<file path="config.mk">
export PLATFORM = sky130hd
export DESIGN_NAME = uart_rx
export DESIGN_NICKNAME = d
export VERILOG_FILES = /design/src/rtl/logip_pkg.sv /design/src/rtl/uart_rx.sv
export SDC_FILE = /design/constraint.sdc
export NUM_CORES = 1
export LEC_CHECK = 0
export CORE_MARGIN = 1.5
export CORE_UTILIZATION = 60
export CTS_CLUSTER_SIZE = 16
export DETAILED_ROUTE_END_ITERATION = 8
export PLACE_DENSITY_LB_ADDON = 0.1
export SYNTH_ARGS = -nofsm -noshare
export SYNTH_HDL_FRONTEND = slang
export SYNTH_SLANG_ARGS = --single-unit
export TNS_END_PERCENT = 50
</file>
<file path="constraint.sdc">
create_clock -name clk_i -period 5.8 [get_ports clk_i]
set_clock_uncertainty 0.15 [all_clocks]
set_input_delay 0.87 -clock clk_i [delete_from_list [all_inputs] [get_ports clk_i]]
set_output_delay 0.87 -clock clk_i [all_outputs]
set_load 0.02 [all_outputs]
</file>
<file path="src/rtl/logip_pkg.sv">
// Shared types and constants for the logic analyzer host link.
package logip_pkg;

    typedef logic [7:0] byte_t;

    // 12 MHz system clock at 115200 baud
    localparam int CLKS_PER_BIT_DEFAULT = 104;

endpackage

</file>
<file path="src/rtl/uart_rx.sv">
// 8N1 UART receiver: recovers bytes from the synchronized RX line, strobes good
// bytes on valid_o and flags frames whose stop bit is low on frame_err_o.
module uart_rx
    import logip_pkg::*;
#(
    parameter int CLKS_PER_BIT = CLKS_PER_BIT_DEFAULT
) (
    input  logic  clk_i,
    input  logic  rst_in,
    input  logic  rx_i,
    output byte_t data_o,
    output logic  valid_o,
    output logic  frame_err_o,
    output logic  busy_o
);

    localparam int CNT_W = $clog2(CLKS_PER_BIT);
    localparam logic [CNT_W-1:0] HALF_LAST = CNT_W'(CLKS_PER_BIT / 2 - 1);
    localparam logic [CNT_W-1:0] FULL_LAST = CNT_W'(CLKS_PER_BIT - 1);
    localparam logic [CNT_W-1:0] CNT_ZERO  = {CNT_W{1'b0}};
    localparam logic [CNT_W-1:0] CNT_ONE   = CNT_W'(1);

    typedef logic [2:0] rx_state_e;
    localparam rx_state_e IDLE      = 3'd0;
    localparam rx_state_e START     = 3'd1;
    localparam rx_state_e DATA      = 3'd2;
    localparam rx_state_e STOP      = 3'd3;
    localparam rx_state_e WAIT_HIGH = 3'd4;

    rx_state_e        state_q, state_d;
    logic [CNT_W-1:0] cnt_q, cnt_d;
    logic [2:0]       bit_q, bit_d;
    byte_t            shift_q, shift_d;
    byte_t            data_q, data_d;
    logic             valid_q, valid_d;
    logic             ferr_q, ferr_d;
    logic             busy_q, busy_d;

    // Next-state logic: bit timing, sampling and frame checks.
    always_comb begin
        state_d = state_q;
        cnt_d   = cnt_q;
        bit_d   = bit_q;
        shift_d = shift_q;
        data_d  = data_q;
        valid_d = 1'b0;
        ferr_d  = 1'b0;
        // busy follows the state one cycle late so it drops together with the strobe
        busy_d  = (state_q != IDLE);
        case (state_q)
            IDLE: begin
                if (!rx_i) begin
                    state_d = START;
                    cnt_d   = CNT_ZERO;
                end else begin
                    cnt_d   = CNT_ZERO;
                end
            end
            START: begin
                if (cnt_q == HALF_LAST) begin
                    cnt_d = CNT_ZERO;
                    bit_d = 3'd0;
                    if (!rx_i) begin
                        state_d = DATA;
                    end else begin
                        state_d = IDLE;
                    end
                end else begin
                    cnt_d = cnt_q + CNT_ONE;
                end
            end
            DATA: begin
                if (cnt_q == FULL_LAST) begin
                    cnt_d   = CNT_ZERO;
                    shift_d = {rx_i, shift_q[7:1]};
                    bit_d   = bit_q + 3'd1;
                    if (bit_q == 3'd7) begin
                        state_d = STOP;
                    end else begin
                        state_d = DATA;
                    end
                end else begin
                    cnt_d = cnt_q + CNT_ONE;
                end
            end
            STOP: begin
                if (cnt_q == FULL_LAST) begin
                    cnt_d = CNT_ZERO;
                    if (rx_i) begin
                        data_d  = shift_q;
                        valid_d = 1'b1;
                        state_d = IDLE;
                    end else begin
                        ferr_d  = 1'b1;
                        state_d = WAIT_HIGH;
                    end
                end else begin
                    cnt_d = cnt_q + CNT_ONE;
                end
            end
            WAIT_HIGH: begin
                if (rx_i) begin
                    state_d = IDLE;
                end else begin
                    state_d = WAIT_HIGH;
                end
            end
            default: begin
                state_d = IDLE;
                cnt_d   = CNT_ZERO;
                bit_d   = 3'd0;
            end
        endcase
    end

    // State and output registers with asynchronous clear.
    always_ff @(posedge clk_i or negedge rst_in) begin
        if (!rst_in) begin
            state_q <= IDLE;
            cnt_q   <= CNT_ZERO;
            bit_q   <= 3'd0;
            shift_q <= 8'h00;
            data_q  <= 8'h00;
            valid_q <= 1'b0;
            ferr_q  <= 1'b0;
            busy_q  <= 1'b0;
        end else begin
            state_q <= state_d;
            cnt_q   <= cnt_d;
            bit_q   <= bit_d;
            shift_q <= shift_d;
            data_q  <= data_d;
            valid_q <= valid_d;
            ferr_q  <= ferr_d;
            busy_q  <= busy_d;
        end
    end

    assign data_o      = data_q;
    assign valid_o     = valid_q;
    assign frame_err_o = ferr_q;
    assign busy_o      = busy_q;

endmodule

</file>
==> run summary, run 1 <==
max frequency = 0.432 GHz
Crit Path Max Fanout = 2
syn_nets = 129
CTS tree = done
Worst-Margin Slew = 577 ps
EDFF count, synth = 0
layout cell share with drive strength beyond 1 = 22.9%
Max stage delay on crit path = 610 ps
worst-path cell chain = clkdlybuf4s50_1
grt ovf = 0
chip height = 53.0 µm
nets@finish = 145
Final Hold Viols = 0
status = finished clean
Yosys Warn Count = 0
CTS root buf = clkbuf_4
Worst IR Drop VDD = 0.195 mV
DR iter-0 viols = 12
Worst Path Arrival = 1290 ps
slowest CP cell = clkdlybuf4s50_1
number of global-route vias before repair = 991
Gate power share = 10.2%
detailed-route via count = 946
CP required = 4780 ps
GP Congestion = 0.765
Net Switching = 113 µW
Post-synth ARST share = 100%
Num CTS Buffers = 5
Post-synth top flop = dfrtp_1
power density cells = 253 nW/µm²
Setup TNS Final = 0 ps
flops & latches, synth = 32
slew margin rel. = 61.4%
clock-pin slew on the worst setup and hold paths = 90 ps
Seq/Total Area, Yosys = 53.3%
Top delay family on crit path = buffers and inverters
initial antenna violation count = 0
crit path buf inv count = 1
FP Rows = 17
Critical Path End Type = output port
min-delay worst type = flip-flop to flip-flop
Worst-Skew Late Latency = 320 ps
Seq pwr share = 59.1%
CP Class = flip-flop to output port
IO buf count = 13
type of origin of the critical path = flip-flop
post-layout min period = 2310 ps
DRT met1 WL = 1170 µm
Synth area leaders = dfrtp_1, mux2_2, mux2_4
clock network fraction of design power = 30.6%
Synth top area share = 53.3%
Layout area overhead = 13.4%
Post-CTS Setup Repair Bufs = 0
Die ar. = 2810 µm²
ANT nets after route = 0
via/cell ratio = 5.63
Slew Limit Fails = 0
Cells after Synth = 123
# clock sinks = 32
hold buffers post-CTS = 0
switch share = 26.3%
largest net degree at the start of global routing = 33
initial core utilization = 65.4%
unrepaired setup endpoints after global routing = false
Final Cycle Share = 39.9%
# resized after CTS = 0
Core Area = 2300 µm²
GRT Overall Usage = 22.6%
Synth area leader = dfrtp_1
CTS H-Tree Depth = 2
Max Buffers Root-to-Sink = 2
Antenna Cells = 0
endpoints failing setup = 0
mapped cell area = 1500 µm²
average cell area after synthesis = 12.2 µm²
routed wire length = 2510 µm
die width = 53.0 µm
I/O pin count = 14
library cells used by synthesis = 33
Int Pwr = 317 µW
Tot Pwr = 430 µW
first-pass GRT wire length = 4470 µm
routed wl met2 = 1220 µm
Max Used Layer = met4
HPWL after DPL = 1790 µm
Avg WL per Cell = 14.9 µm
leakage = 0.000782 µW
max-cap check violation count = 0
Post-route DRC = 0
met3 WL = 87 µm
drt first pass iters = 4
layer usage:
metal,vias up,global-route usage (%)
met5,-,0
met4,0,10.7
met2,15,35.6
li1,465,-
met1,461,28.8
met3,5,6.21
per-stage QoR:
step / area, µm² / hold WS [ps] / utilization (%) / worst slack, ps / instances
2_1_floorplan: 1500 / 322 / - / 3950 / 123
3_3_place_gp: 1640 / 329 / 71.5 / 3490 / 160
3_5_place_dp: 1640 / 345 / 71.5 / 3430 / 160
4_1_cts: 1700 / 365 / 74.1 / 3470 / 168
5_1_grt: 1700 / 379 / 74.1 / 3430 / 168
6_report: 1700 / 358 / 74.1 / 3490 / 168
cells by family (layout without fill, tap and decap cells):
family,Yosys count,in the layout,share of synthesized area (%)
AOI/OAI and AO/OA,14,14,6.17
xor gates and xnor gates,5,5,2.92
adders and majority gates,3,3,2.50
buffers and inverters,9,26,3.17
DFF,32,32,53.3
muxes,18,18,15.3
and+or+nand+nor,42,42,16.7
cell usage after synthesis, types with 3 or more instances:
master	number
nor2_1	10
o22ai_1	4
mux2_2	11
dfrtp_1	32
nand2_1	10
nand3_1	6
xnor2_1	5
mux2_4	7
inv_1	4
a21oi_1	3
ha_1	3
final cells by class:
class / instances / area, µm²
Fill cell: 172 / 594
Clock buffer: 6 / 51.3
Inverter: 4 / 15.0
Tap cell: 28 / 35.0
Sequential cell: 32 / 801
Timing Repair Buffer: 14 / 138
Clock inverter: 2 / 10.0
Multi-Input combinational cell: 82 / 653
flip-flops by register name, summed over array words and instances (netlist names):
name and flops:
cnt_q 7, bit_q 3, busy_o 1, valid_o 1, data_o 8, state_q 3
shift_q 8, frame_err_o 1
cells in the final DEF (no fill, tap or decap), types with 4 or more instances in the layout:
| master | n |
|---|---|
| dfrtp_1 | 32 |
| xnor2_1 | 5 |
| clkbuf_4 | 5 |
| inv_1 | 4 |
| o22ai_1 | 4 |
| clkdlybuf4s50_1 | 13 |
| nor2_1 | 10 |
| nand3_1 | 6 |
| mux2_4 | 7 |
| mux2_2 | 11 |
| nand2_1 | 10 |
worst register-to-register path: cells and delay by family (launching register included):
family | cells | cell delay (ps)
flip-flops | 1 | 390
multiplexers | 1 | 380
adder cells (fa/ha/maj) | 1 | 220
AND/OR/NAND/NOR | 3 | 770
power groups by stage:
stage               combinational [µW]  sequential [µW]  clock (µW)
global placement                  43.3              257           0
CTS                               45.0              254         136
finish                            44.1              254         132
global route                      50.5              257         145
floorplan                         34.1              253           0
detailed placement                44.7              258           0
worst paths after layout:
path / from / end / slack [ps] / cells past startpoint
min in group asynchronous: rst_in / cnt_q[5] / 780 / 2
worst max register to register: cnt_q[0] / shift_q[2] / 3790 / 5
max in group asynchronous: rst_in / bit_q[1] / 4440 / 2
worst min register to register: shift_q[0] / shift_q[0] / 360 / 1
worst min-delay path: shift_q[0] / shift_q[0] / 360 / 1
worst max-delay path: data_o[5] / data_o[5] / 3490 / 1
(Power assumes the default switching activity.)
==> inputs of run 2 (changes only) <==
--- a/config.mk
+++ b/config.mk
@@ -6,7 +6,7 @@
 export NUM_CORES = 1
 export LEC_CHECK = 0
 export CORE_MARGIN = 1.5
-export CORE_UTILIZATION = 60
+export CORE_UTILIZATION = 50
 export CTS_CLUSTER_SIZE = 16
 export DETAILED_ROUTE_END_ITERATION = 8
 export PLACE_DENSITY_LB_ADDON = 0.1
==> constraint.sdc (replaced) <==
create_clock -name clk_i -period 1.9 [get_ports clk_i]
set_clock_uncertainty 0.15 [all_clocks]
set_input_delay 0.285 -clock clk_i [delete_from_list [all_inputs] [get_ports clk_i]]
set_output_delay 0.285 -clock clk_i [all_outputs]
set_load 0.02 [all_outputs]
==> run 2 against run 1 <==
Effect of this change:
- the run now ends with DRC left
- register-to-register slack worse by 3700 ps
- power grew to 2.9 times the previous value
- combinational power grew to 3.2 times the previous value
- worst setup slack worse by 3400 ps
- hold slack worse by 160 ps
- global-route usage is 4.7 points lower
- non-clock buffer count is 8 higher
- sequential cell count stayed put
- via count is 5.7% higher
- critical endpoint is now shift_q[0]
- largest power group unchanged
- highest routed layer unchanged
==> run summary, run 2 (same netlist as run 1, synthesis figures left out) <==
clock-pin slew on the worst setup and hold paths = 100 ps
endpoints failing setup = 0
GRT Overall Usage = 17.9%
number of global-route vias before repair = 977
largest net degree at the start of global routing = 33
initial core utilization = 53.5%
# clock sinks = 32
min-delay worst type = input pin to asynchronous set/reset pin
status = finished with violations
CP required = 1970 ps
first-pass GRT wire length = 4470 µm
CTS H-Tree Depth = 2
Final Cycle Share = 94.4%
failing checks = DRC
Post-route DRC = 2
commonest non-fill, non-tap cell in the layout = dfrtp_1
max-cap check violation count = 0
fin area = 1760 µm²
commonest non-fill, non-tap cells in the layout = dfrtp_1, clkdlybuf4s50_1, mux2_2
power density cells = 720 nW/µm²
type of origin of the critical path = flip-flop
FP Rows = 19
fin util = 62.8%
drt first pass iters = 6
leakage = 0.000808 µW
Final Hold Viols = 0
Setup TNS Final = 0 ps
slowest CP cell = dfrtp_1
fillers = 237
Antenna Cells = 0
Avg WL per Cell = 14.4 µm
Worst Path Arrival = 1860 ps
grt ovf = 0
Worst-Margin Slew = 389 ps
crit path buf inv count = 0
slew margin rel. = 74.1%
via/cell ratio = 5.62
clock network fraction of design power = 27.9%
Max Buffers Root-to-Sink = 2
Core Area = 2810 µm²
Post-DP Area = 1700 µm²
CTS root buf = clkbuf_4
initial antenna violation count = 0
die width = 57.8 µm
Num CTS Buffers = 5
unrepaired setup endpoints after global routing = false
HPWL after DPL = 1850 µm
DR iter-0 viols = 18
layout cell share with drive strength beyond 1 = 27.9%
post-layout min period = 1790 ps
ANT nets after route = 0
Top delay family on crit path = simple AND/OR/NAND/NOR gates
routed wire length = 2560 µm
max frequency = 0.558 GHz
Critical Path End Type = flip-flop
CP Class = flip-flop to flip-flop
Worst R2R Setup Slack = 110 ps
IO buf count = 13
I/O pin count = 14
Worst IR Drop VDD = 0.403 mV
switch share = 26.4%
Gate power share = 11.3%
Worst-Skew Late Latency = 330 ps
Max stage delay on crit path = 410 ps
nets@finish = 153
chip height = 57.8 µm
Crit Path Max Fanout = 10
CTS tree = done
Layout area overhead = 17.3%
Seq pwr share = 60.8%
Die ar. = 3340 µm²
Slew Limit Fails = 0
worst-path cell chain = ha_2 > and3b_2 > and2_4 > nand3_4 > mux2_2
GP Congestion = 0.775
Int Pwr = 933 µW
detailed-route via count = 1000
Net Switching = 334 µW
==> run 2: routing by layer <==
metal  track usage, %  up-vias  share of wire [%]
li1                 -      482                  -
met1             25.6      483                 49
met2             25.3       27                 44
met3             6.03        8                5.5
met4             6.98        0                2.4
met5                0        -                  0
==> run 2: cell type report <==
class	count	area (µm²)	share of cell area [%]
repair buffers	22	198	11.2
flip-flops and latches	32	801	45.5
well taps	31	38.8	2.20
clock inverters	1	5.00	0.284
multi-input cells	82	663	37.6
inverters	4	15.0	0.852
clock buffers	6	41.3	2.34
==> run 2: worst paths after layout <==
kind / from / to / cells past startpoint
max: cnt_q[0] / shift_q[0] / 5
min: rst_in / cnt_q[5] / 2
max reg2reg: cnt_q[0] / shift_q[0] / 5
min reg2reg: data_o[0] / data_o[0] / 1
max in group asynchronous: rst_in / data_o[7] / 2
min in group clk_i: data_o[0] / data_o[0] / 1
==> run 2: power groups by stage <==
stage | Sequential (µW) | Clock [µW] | Combinational (µW)
2_1_floorplan | 772 | 0 | 104
3_3_place_gp | 782 | 0 | 144
3_5_place_dp | 783 | 0 | 143
4_1_cts | 770 | 364 | 143
5_1_grt | 780 | 404 | 165
6_report | 771 | 354 | 143
==> run 2: stage by stage <==
stage | hold slack [ps] | power [µW] | instances | setup WS [ps]
after global placement | 335 | 926 | 170 | 99.2
final | 196 | 1270 | 178 | 106
after global routing | 214 | 1350 | 178 | 14.9
after floorplan | -161 | 876 | 123 | 45.8
after CTS | 213 | 1280 | 177 | 61.6
after detailed placement | 344 | 927 | 170 | 82.5
==> run 2: what timing repair did <==
item	4_1_cts	5_1_grt
resized for setup	0	3
setup buffers	0	1
setup endpoints to repair	0	20
hold endpoints to repair	0	0
hold buffers	0	0
==> inputs of run 3 (changes only) <==
--- a/config.mk
+++ b/config.mk
@@ -6,11 +6,12 @@
 export NUM_CORES = 1
 export LEC_CHECK = 0
 export CORE_MARGIN = 1.5
-export CORE_UTILIZATION = 50
+export CORE_UTILIZATION = 35
 export CTS_CLUSTER_SIZE = 16
 export DETAILED_ROUTE_END_ITERATION = 8
 export PLACE_DENSITY_LB_ADDON = 0.1
+export SLEW_MARGIN = 20
 export SYNTH_ARGS = -nofsm -noshare
 export SYNTH_HDL_FRONTEND = slang
 export SYNTH_SLANG_ARGS = --single-unit
-export TNS_END_PERCENT = 50
+export TNS_END_PERCENT = 20
==> run 3 against run 2 <==
Effect of this change:
- the run now ends clean
- via count decreased by 2.8%
- worst setup slack improved by 0.91 ps
- sequential share of layout area fell by 1.5 points
- wire length grew 8.5%
- hold slack improved by 52 ps
- die area is 40% higher
- global-route usage decreased by 3.9 points
- largest power group unchanged
- count of clock-buffer cells in the layout did not move
- final area rose by 3.5%
==> run summary, run 3 (same netlist as run 1, synthesis figures left out) <==
Worst-Skew Late Latency = 280 ps
commonest non-fill, non-tap cell in the layout = dfrtp_1
FF-to-FF path depth = 5
status = finished clean
CTS H-Tree Depth = 2
drt first pass iters = 3
# clock sinks = 32
clock-pin slew on the worst setup and hold paths = 70 ps
fillers = 406
Core Area = 4060 µm²
Final Hold Viols = 0
IO buf count = 13
grt ovf = 0
Post-route DRC = 0
CTS tree = done
detailed-route via count = 972
commonest non-fill, non-tap cells in the layout = dfrtp_1, clkdlybuf4s50_1, mux2_2
CP Class = flip-flop to flip-flop
# resized after CTS = 0
endpoints failing setup = 0
I/O pin count = 14
Slew Limit Fails = 0
Final Cycle Share = 94.3%
GP Congestion = 0.791
power density cells = 802 nW/µm²
met2 Track Usage GR = 22.4%
type of origin of the critical path = flip-flop
Layout area overhead = 21.4%
initial core utilization = 37.0%
HPWL after DPL = 1980 µm
hold buffers post-CTS = 0
layout cell share with drive strength beyond 1 = 27.4%
Critical Path End Type = flip-flop
pre-CTS WS = 25.2 ps
chip height = 68.5 µm
unrepaired setup endpoints after global routing = false
DP Cell Count = 188
footprint of the multi-input gates = 657 µm²
Worst-Margin Slew = 412 ps
ANT nets after route = 0
min-delay worst type = input pin to asynchronous set/reset pin
routed wire length = 2780 µm
Top delay family on crit path = simple AND/OR/NAND/NOR gates
FP Rows = 23
Post-CTS Setup Repair Bufs = 0
largest net degree at the start of global routing = 33
Num CTS Buffers = 5
initial antenna violation count = 0
CP required = 1920 ps
met1 Track Usage GR = 17.3%
max-cap check violation count = 0
via/cell ratio = 4.96
leakage = 0.000827 µW
post-layout min period = 1790 ps
slew margin rel. = 72.5%
worst-path cell chain = ha_2 > and3b_2 > and2_4 > nand3_4 > mux2_2
most used routing layer = met2
fin cells = 196
Worst Path Arrival = 1810 ps
slowest CP cell = dfrtp_1
Crit Path Max Fanout = 11
max frequency = 0.558 GHz
GRT Overall Usage = 14.1%
final worst slack = 107 ps
Worst IR Drop VDD = 0.455 mV
DR iter-0 viols = 48
met3 Track Usage GR = 4.38%
CTS root buf = clkbuf_8
Avg WL per Cell = 14.2 µm
Antenna Cells = 0
Die ar. = 4690 µm²
nets@finish = 151
Max stage delay on crit path = 400 ps
Setup TNS Final = 0 ps
number of global-route vias before repair = 988
Levels on crit path = 5
fin util = 44.9%
die width = 68.5 µm
register area = 801 µm²
crit path buf inv count = 0
Max Buffers Root-to-Sink = 2
first-pass GRT wire length = 4680 µm
## run 3: where the power goes
group / switching, µW / internal (µW)
registers: 50.7 / 722
logic: 76.2 / 80.6
clock network: 243 / 289
## run 3: worst paths after layout
check	startpoint	to	slack, ps
setup / recovery	cnt_q[0]	shift_q[0]	110
hold / removal	rst_in	data_o[1]	250
setup reg to reg	cnt_q[0]	shift_q[0]	110
hold reg to reg	data_o[3]	data_o[3]	360
max in group asynchronous	rst_in	data_o[5]	1050
min in group clk_i	data_o[3]	data_o[3]	360
## run 3: through the flow
stage	power, µW	area, µm²	hold slack, ps
2_1_floorplan	876	1500	-161
3_3_place_gp	940	1730	338
3_5_place_dp	941	1730	347
4_1_cts	1480	1820	261
5_1_grt	1550	1820	296
6_report	1460	1820	248
## run 3: final cells by class
| class | count | area share [%] |
|---|---|---|
| Sequential cell | 32 | 43.9 |
| Multi-Input combinational cell | 82 | 36.0 |
| Timing Repair Buffer | 20 | 10.7 |
| Clock buffer | 6 | 4.53 |
| Tap cell | 50 | 3.43 |
| Inverter | 4 | 0.824 |
| Clock inverter | 2 | 0.549 |
## run 3: worst reg2reg max path, cell delays in order, from the launching register on
cell,delay (ps)
dfrtp_1,400
ha_2,210
and3b_2,230
and2_4,170
nand3_4,160
mux2_2,360
## run 3: layer usage
metal | share of wire (%) | wire, µm
met1 | 47 | 1320
met2 | 48 | 1330
met3 | 3.4 | 95
met4 | 1.4 | 38
met5 | 0 | 0
